<file path="config.mk">
export PLATFORM = sky130hd
export DESIGN_NAME = virtio_notify_sched
export DESIGN_NICKNAME = d
export VERILOG_FILES = /design/src/rtl/virtio_notify_sched.sv
export SDC_FILE = /design/constraint.sdc
export NUM_CORES = 1
export LEC_CHECK = 0
export ABC_AREA = 1
export CORE_UTILIZATION = 39
export CTS_BUF_LIST = sky130_fd_sc_hd__clkbuf_16
export DETAILED_ROUTE_END_ITERATION = 8
export GPL_ROUTABILITY_DRIVEN = 0
export MAX_ROUTING_LAYER = met4
export PLACE_DENSITY = 0.82
export SLEW_MARGIN = 0
export SYNTH_ARGS = -nofsm -noshare
export SYNTH_HDL_FRONTEND = slang
export SYNTH_SLANG_ARGS = --single-unit
</file>
<file path="constraint.sdc">
create_clock -name clk -period 1.8 [get_ports clk]
set_input_delay 0.36 -clock clk [delete_from_list [all_inputs] [get_ports clk]]
set_output_delay 0.36 -clock clk [all_outputs]
set_load 0.02 [all_outputs]
</file>
<file path="src/rtl/virtio_notify_sched.sv">
// Round-robin scheduler turning virtio Queue Notify writes into virtqueue
// engine requests, followed by an optional MSI-X interrupt request per service.
module virtio_notify_sched #(
    parameter int NUM_QUEUES = 3,
    parameter int QIDX_W     = 16,
    parameter int PFN_W      = 32,
    parameter int VEC_W      = 16
) (
    input  logic                        clk,
    input  logic                        rst,
    input  logic                        soft_rst,
    input  logic                        drv_ok,
    input  logic                        notify_valid,
    input  logic [QIDX_W-1:0]           notify_qidx,
    input  logic [NUM_QUEUES*PFN_W-1:0] queue_pfn,
    input  logic [NUM_QUEUES*VEC_W-1:0] queue_vec,
    output logic                        req_valid,
    input  logic                        req_ready,
    output logic [QIDX_W-1:0]           req_qidx,
    output logic [PFN_W-1:0]            req_pfn,
    input  logic                        svc_done,
    output logic                        irq_valid,
    input  logic                        irq_ready,
    output logic [VEC_W-1:0]            irq_vec,
    output logic [NUM_QUEUES-1:0]       pending,
    output logic                        busy,
    output logic                        err_drop
);

    typedef enum logic [1:0] {IDLE, ISSUE, WAIT, IRQ} state_t;

    localparam logic [VEC_W-1:0] NO_VECTOR = VEC_W'(16'hFFFF);

    state_t                  state, state_nxt;
    logic [QIDX_W-1:0]       rr_ptr, rr_nxt, rr_after;
    logic                    req_valid_nxt, irq_valid_nxt, load;
    logic                    sel_found, accept, drop;
    logic [QIDX_W-1:0]       sel_q;
    logic [PFN_W-1:0]        sel_pfn, notify_pfn;
    logic [VEC_W-1:0]        sel_vec;
    logic [NUM_QUEUES-1:0]   set_mask, clr_mask;

    // First pending queue at or above rr_ptr, otherwise the lowest one (wrap).
    always_comb begin
        sel_found = 1'b0;
        sel_q     = '0;
        for (int q = 0; q < NUM_QUEUES; q++) begin
            if (!sel_found && pending[q] && (QIDX_W'(q) >= rr_ptr)) begin
                sel_found = 1'b1;
                sel_q     = QIDX_W'(q);
            end
        end
        for (int q = 0; q < NUM_QUEUES; q++) begin
            if (!sel_found && pending[q]) begin
                sel_found = 1'b1;
                sel_q     = QIDX_W'(q);
            end
        end
    end

    always_comb begin
        sel_pfn    = '0;
        sel_vec    = '0;
        notify_pfn = '0;
        for (int q = 0; q < NUM_QUEUES; q++) begin
            if (sel_q == QIDX_W'(q)) begin
                sel_pfn = queue_pfn[q*PFN_W +: PFN_W];
                sel_vec = queue_vec[q*VEC_W +: VEC_W];
            end
            if (notify_qidx == QIDX_W'(q))
                notify_pfn = queue_pfn[q*PFN_W +: PFN_W];
        end
    end

    // soft_rst swallows a coincident notify without flagging it as dropped.
    assign accept = notify_valid && !soft_rst && drv_ok &&
                    (notify_qidx < QIDX_W'(NUM_QUEUES)) && (notify_pfn != '0);
    assign drop   = notify_valid && !soft_rst && !accept;

    always_comb begin
        set_mask = '0;
        clr_mask = '0;
        for (int q = 0; q < NUM_QUEUES; q++) begin
            set_mask[q] = accept && (notify_qidx == QIDX_W'(q));
            clr_mask[q] = load && (sel_q == QIDX_W'(q));
        end
    end

    assign rr_after = (req_qidx == QIDX_W'(NUM_QUEUES - 1)) ? '0 : req_qidx + QIDX_W'(1);

    always_comb begin
        state_nxt     = state;
        req_valid_nxt = req_valid;
        irq_valid_nxt = irq_valid;
        rr_nxt        = rr_ptr;
        load          = 1'b0;
        case (state)
            IDLE: begin
                if (sel_found) begin
                    load          = 1'b1;
                    req_valid_nxt = 1'b1;
                    state_nxt     = ISSUE;
                end
            end
            ISSUE: begin
                if (req_ready) begin
                    req_valid_nxt = 1'b0;
                    state_nxt     = WAIT;
                end
            end
            WAIT: begin
                if (svc_done) begin
                    if (irq_vec == NO_VECTOR) begin
                        rr_nxt    = rr_after;
                        state_nxt = IDLE;
                    end else begin
                        irq_valid_nxt = 1'b1;
                        state_nxt     = IRQ;
                    end
                end
            end
            IRQ: begin
                if (irq_ready) begin
                    irq_valid_nxt = 1'b0;
                    rr_nxt        = rr_after;
                    state_nxt     = IDLE;
                end
            end
            default: state_nxt = IDLE;
        endcase
    end

    always_ff @(posedge clk) begin
        if (rst) begin
            state     <= IDLE;
            pending   <= '0;
            rr_ptr    <= '0;
            err_drop  <= 1'b0;
            req_valid <= 1'b0;
            irq_valid <= 1'b0;
            busy      <= 1'b0;
            req_qidx  <= '0;
            req_pfn   <= '0;
            irq_vec   <= '0;
        end else if (soft_rst) begin
            state     <= IDLE;
            pending   <= '0;
            rr_ptr    <= '0;
            err_drop  <= 1'b0;
            req_valid <= 1'b0;
            irq_valid <= 1'b0;
            busy      <= 1'b0;
        end else begin
            state     <= state_nxt;
            pending   <= (pending & ~clr_mask) | set_mask;
            rr_ptr    <= rr_nxt;
            err_drop  <= err_drop | drop;
            req_valid <= req_valid_nxt;
            irq_valid <= irq_valid_nxt;
            busy      <= (state_nxt != IDLE);
            if (load) begin
                req_qidx <= sel_q;
                req_pfn  <= sel_pfn;
                irq_vec  <= sel_vec;
            end
        end
    end

endmodule

</file>
Word level (Yosys, flattened, before mapping)
Cells that the tools add are included.
W data, S select, Z words.

cells by class
  add/sub/neg operators = 1
  reductions and logical operators = 38
  magnitude comparators = 4
  equal/unequal tests = 15
  bitwise gates (word level) = 5
  mux-type cells = 40

operator list
  cell                     number
  $mux W32                 6
  $mux W16                 11
  $eq A16 B2 Y1 const B    3
  $eq A16 B1 Y1 const B    2
  $ge A1 B16 Y1 const A    2
  $logic_not A16 Y1        2
  $pmux W16 S2             1
  $reduce_bool A32 Y1      1
  $logic_and A1 B1 Y1      19
  $add A16 B1 Y16 const B  1
  $eq A16 B16 Y1 const B   1
  $ge A2 B16 Y1 const A    1
  $lt A16 B2 Y1 const B    1
  $mux W1                  14
  $ne A2 B2 Y1 const B     6
  $mux W2                  5
  $pmux W2 S4              1
  $reduce_and A4 Y1        2
  $logic_not A1 Y1         7
  $reduce_bool A2 Y1       3
  $eq A2 B2 Y1 const B     2
  $pmux W1 S2              2
  $and A3 B3 Y3            1
  $not A3 Y3               1
  8 further kinds          8

storage, ports and cells
  input bits = 168
  word-level logic and storage cells = 113
  register bits = 89

Depth between registers and ports, before layout
  depth in word-level cells = 26
  gate-level depth with buffers = 14
  mapped depth without buffers = 13

Worst setup path after synthesis
OpenSTA, ideal clock, no wires.

  path type = register to register
  start point = register pending[2]
  end point = register req_pfn[4]
  path buffers = 1
  arrival = 1,583 ps
  clock period less this slack = 1,695 ps
  required time = 1,687 ps
  setup time = 113 ps
  slack = 105 ps
  stages on the path, launching flop included = 11
  cells stage by stage = dfxtp_1 -> nand2_1 -> a21oi_2 -> nand2_2 -> nand4_1 -> nand2_2 -> nor2_4 -> buf_2 -> nand2_1 -> o21ai_1 -> inv_2

on the way
  word-level cells in the longest chain between the ends = 16

ends and longest elaborated chain
  item                              RTL line  text
  from (decl)                       25        output logic [NUM_QUEUES-1:0] pending,
  from (signal assigned)            155       pending <= (pending & ~clr_mask) | set_mask;
  $logic_and A1 B1 Y1 (2 in a row)  48        if (!sel_found && pending[q] && (QIDX_W'(q) >= rr_ptr)) begin
  $mux W1                           48
  $logic_not A1 Y1                  54        if (!sel_found && pending[q]) begin
  $logic_and A1 B1 Y1               54
  $mux W1                           54
  $logic_not A1 Y1                  54
  $logic_and A1 B1 Y1               54
  $mux W1                           54
  $logic_not A1 Y1                  54
  $logic_and A1 B1 Y1               54
  $mux W16                          54
  $logic_not A16 Y1                 66        if (sel_q == QIDX_W'(q)) begin
  $mux W32 (3 in a row)             66
  to (signal assigned)              163       req_pfn <= sel_pfn;
  to (decl)                         20        output logic [PFN_W-1:0] req_pfn,

Parallel ways exist; a longest one is shown, timed or not.
A chain may end at the register's enable or synchronous reset.

Worst setup path after layout
  start point = register rr_ptr[0]
  end point = register req_pfn[4]

on the way
  word-level cells in the longest chain between the ends = 24

ends and longest elaborated chain
  item                              RTL line  text
  from (decl)                       35        logic [QIDX_W-1:0] rr_ptr, rr_nxt, rr_after;
  from (signal assigned)            156       rr_ptr <= rr_nxt;
  $ge A1 B16 Y1                     48
  $logic_and A1 B1 Y1               48
  $mux W1                           48
  $logic_not A1 Y1                  48
  $logic_and A1 B1 Y1 (2 in a row)  48
  $mux W1                           48
  $logic_not A1 Y1                  48
  $logic_and A1 B1 Y1 (2 in a row)  48
  (+4 left out)                     -
  $logic_not A1 Y1                  54
  $logic_and A1 B1 Y1               54
  $mux W1                           54
  $logic_not A1 Y1                  54
  $logic_and A1 B1 Y1               54
  $mux W16                          54
  $logic_not A16 Y1                 66
  $mux W32 (3 in a row)             66

Parallel ways exist; a longest one is shown, timed or not.

==> reports/qor.txt <==
Run status = complete, but fails checks
Failing checks = setup timing
DRT Wirelength = 17.3 mm
Critical Path End Type = flop
Met3 Use GR = 0.0667
Post-DP HPWL = 12.7 mm
Number of global-route vias before repair = 5178
Fin. Hold Viols = 0
Largest net degree at the start of global routing = 36
Hold Path Class = flop to flop
Combinational Power Share = 0.173
Sw Ratio = 0.238
Final worst path period share = 1.01
Count leader, synth = nand2_1
Worst Hold Path EP = err_drop
CTS tree = built
Sequential share of power = 0.369
Ys flop type = dfxtp_1
Async SR Flop Fraction = 0
Die X = 105 µm
Initial antenna violation count = 0
Hold buffers post-CTS = 0
Pint = 2.84 mW
Port bufs = 224
Sw Pwr = 0.886 mW
RSZ-0062 raised after global routing = yes
Hold path depth = 2
GRT Total Usage = 0.299
Final Skew = 0.00994 ns
Total CTS buffers = 9
Most frequent cells after synthesis = nand2_1, inv_1, dfxtp_1
CP Max Fanout = 8
Vias/cell = 5.26
Crit path DAT = 2.03 ns
Hold_ws = 0.467 ns
IO Pins = 239
CORE AREA = 10300 µm²
First-pass GRT wire length = 25.2 mm
Synthesis warning total = 0
CTS clock-pin slew for the worst setup and hold paths = 0.06 ns
Worst path required time = 2.02 ns
PnR worst setup slack = -0.00950 ns
Pleak = 3.29 nW
Cell count after synthesis = 634
GRT overflow = 0
Distinct cells, synth = 39
Maximum capacitance violations = 0
Ant diodes = 0
WS Path Type = flop to flop
Area grow syn2layout = 77.5%
Share of the synthesized area in the top cell type = 0.303
Leading area contributor after synthesis = dfxtp_1
Clk pwr share = 0.458
Die ar. = 10900 µm²
CTS Root Cell = clkbuf_16
Initial cell density of the core = 0.399
Netlist Area Pre-Place = 4100 µm²
Post-layout nets = 1066
Routed via count = 5467
Setup-failing EPs final = 1
Reg2reg start = rr_ptr[0]
Global route hottest layer = met2
Worst slack, placed = -0.287 ns
FF+latch count, synth = 62
Final Util = 0.709
VDD IR max = 352 µV
WL per Instance = 16.6 µm
Reg2Reg Setup Slack = -0.01 ns
DR iter-0 viols = 363
Pwr Density = 512 nW/µm²
R2r endpoint = req_pfn[4]
Hold Path Origin = err_drop
Average size of a mapped cell = 6.47 µm²
H-tree Lvls = 3
Insertion delay to the later sink of the worst-skew pair = 0.32 ns
Routing usage on met2 = 0.535
Routed Antenna Nets = 0
Worst r2r path cells = 14
Share of cells above drive strength 1 = 0.136
Residual DRC count = 0
Dpl cell area = 6680 µm²
Peak Freq = 553 MHz
TritonCTS Sinks = 62
Crit path launch type = flop
Longest Clk Path Bufs = 2
Max-slew violation count = 0
Sequential-to-total area share from yosys stat = 0.303
Met1 global-route usage = 0.321
Post-route cell area = 7280 µm²
Post-layout min period = 1.81 ns
Drt first pass iters = 5
Die Height = 105 µm
Post-synth EDFFs = 0
Area contributors post-synth = dfxtp_1, nand2_1, inv_1, o21a_1, a21oi_1
FP Rows = 37
Pwr Total = 3.73 mW
[critical path: stages (launching register included)]
cell	delay, ns
dfxtp_2	0.33
inv_2	0.06
nand2_2	0.06
nand2_2	0.08
nand2_2	0.05
nand2_2	0.06
nand4_1	0.12
nand2_2	0.12
nor2_4	0.06
buf_12	0.16
buf_8	0.13
clkbuf_16	0.15
o21a_1	0.16
o21ai_1	0.11
inv_2	0.05
[state kept, by name, indices dropped and copies added, names as in the netlist]
| name | cells |
|---|---|
| req_pfn | 32 |
| busy | 1 |
| irq_vec | 16 |
| rr_ptr | 3 |
| req_qidx | 2 |
| req_valid | 1 |
| irq_valid | 1 |
| pending | 3 |
| err_drop | 1 |
| state | 2 |
[final cells by class]
type | instances | area, µm²
clock inverter | 7 | 65.1
fill | 838 | 3000
multi-input combinational | 439 | 2300
inverter | 105 | 408
timing repair buffer | 281 | 2870
sequential | 62 | 1240
tap | 136 | 170
clock buffer | 9 | 225
[cells by family (layout without fill, tap and decap cells)]
kind of cell | after synthesis | in the layout | synth area share
DFF | 62 | 62 | 0.303
buffers and inverters | 146 | 402 | 0.161
and+or+nand+nor | 262 | 262 | 0.285
AOI/OAI and AO/OA | 163 | 163 | 0.251
other | 1 | 14 | 0.000914
[per-stage QoR]
stage                     TNS (ns)  std cells
final                     -0.00950       1039
after global routing        -0.997       1039
after CTS                        0       1027
after detailed placement     -1.35       1011
after global placement      -0.791       1011
after floorplan                  0        647
[worst max-delay path by stage]
stage | start | to | slack [ns] | depth (start not counted)
CTS | rr_ptr[0] | req_pfn[8] | 0.006 | 12
floorplan | pending[2] | req_pfn[4] | 0.10 | 10
finish | rr_ptr[0] | req_pfn[4] | -0.01 | 14
detailed placement | notify_qidx[2] | pending[2] | -0.29 | 10
global placement | notify_qidx[2] | err_drop | -0.18 | 14
global route | rr_ptr[0] | req_pfn[4] | -0.08 | 14
[metal layers]
metal  up-vias  part of all wire
li1       2585                 -
met1      2505              0.38
met2       331              0.50
met3        46             0.089
met4         0             0.032
met5         -                 0
[power by group through the flow]
| stage | Sequential (mW) | Clock [mW] | Combinational [mW] |
|---|---|---|---|
| after floorplan | 1.40 | 0 | 0.173 |
| after global placement | 1.40 | 0 | 0.620 |
| after detailed placement | 1.40 | 0 | 0.627 |
| after CTS | 1.37 | 1.72 | 0.631 |
| after global routing | 1.37 | 1.79 | 0.684 |
| final | 1.37 | 1.71 | 0.645 |
[cells in the final DEF, fill, tap and decap left out, drive strengths merged, types with 5 or more instances in the layout]
cell and count:
clkbuf 13, dfxtp 62, clkinv 9, o211ai 6, nor4 5, inv 101, o21a 31, nor3 8
nand4 14, a21oi 44, nand2 156, nor2 49, conb 14, clkdlybuf4s50 220, o21ai 52, o2111ai 7
buf 53, nand3 25, a22oi 8, o22ai 9
[repair_timing]
action / in CTS / in global routing
gates resized for setup: 0 / 43
buffers inserted: 0 / 6
setup endpoints to repair: 0 / 47
(Power assumes the default switching activity.)
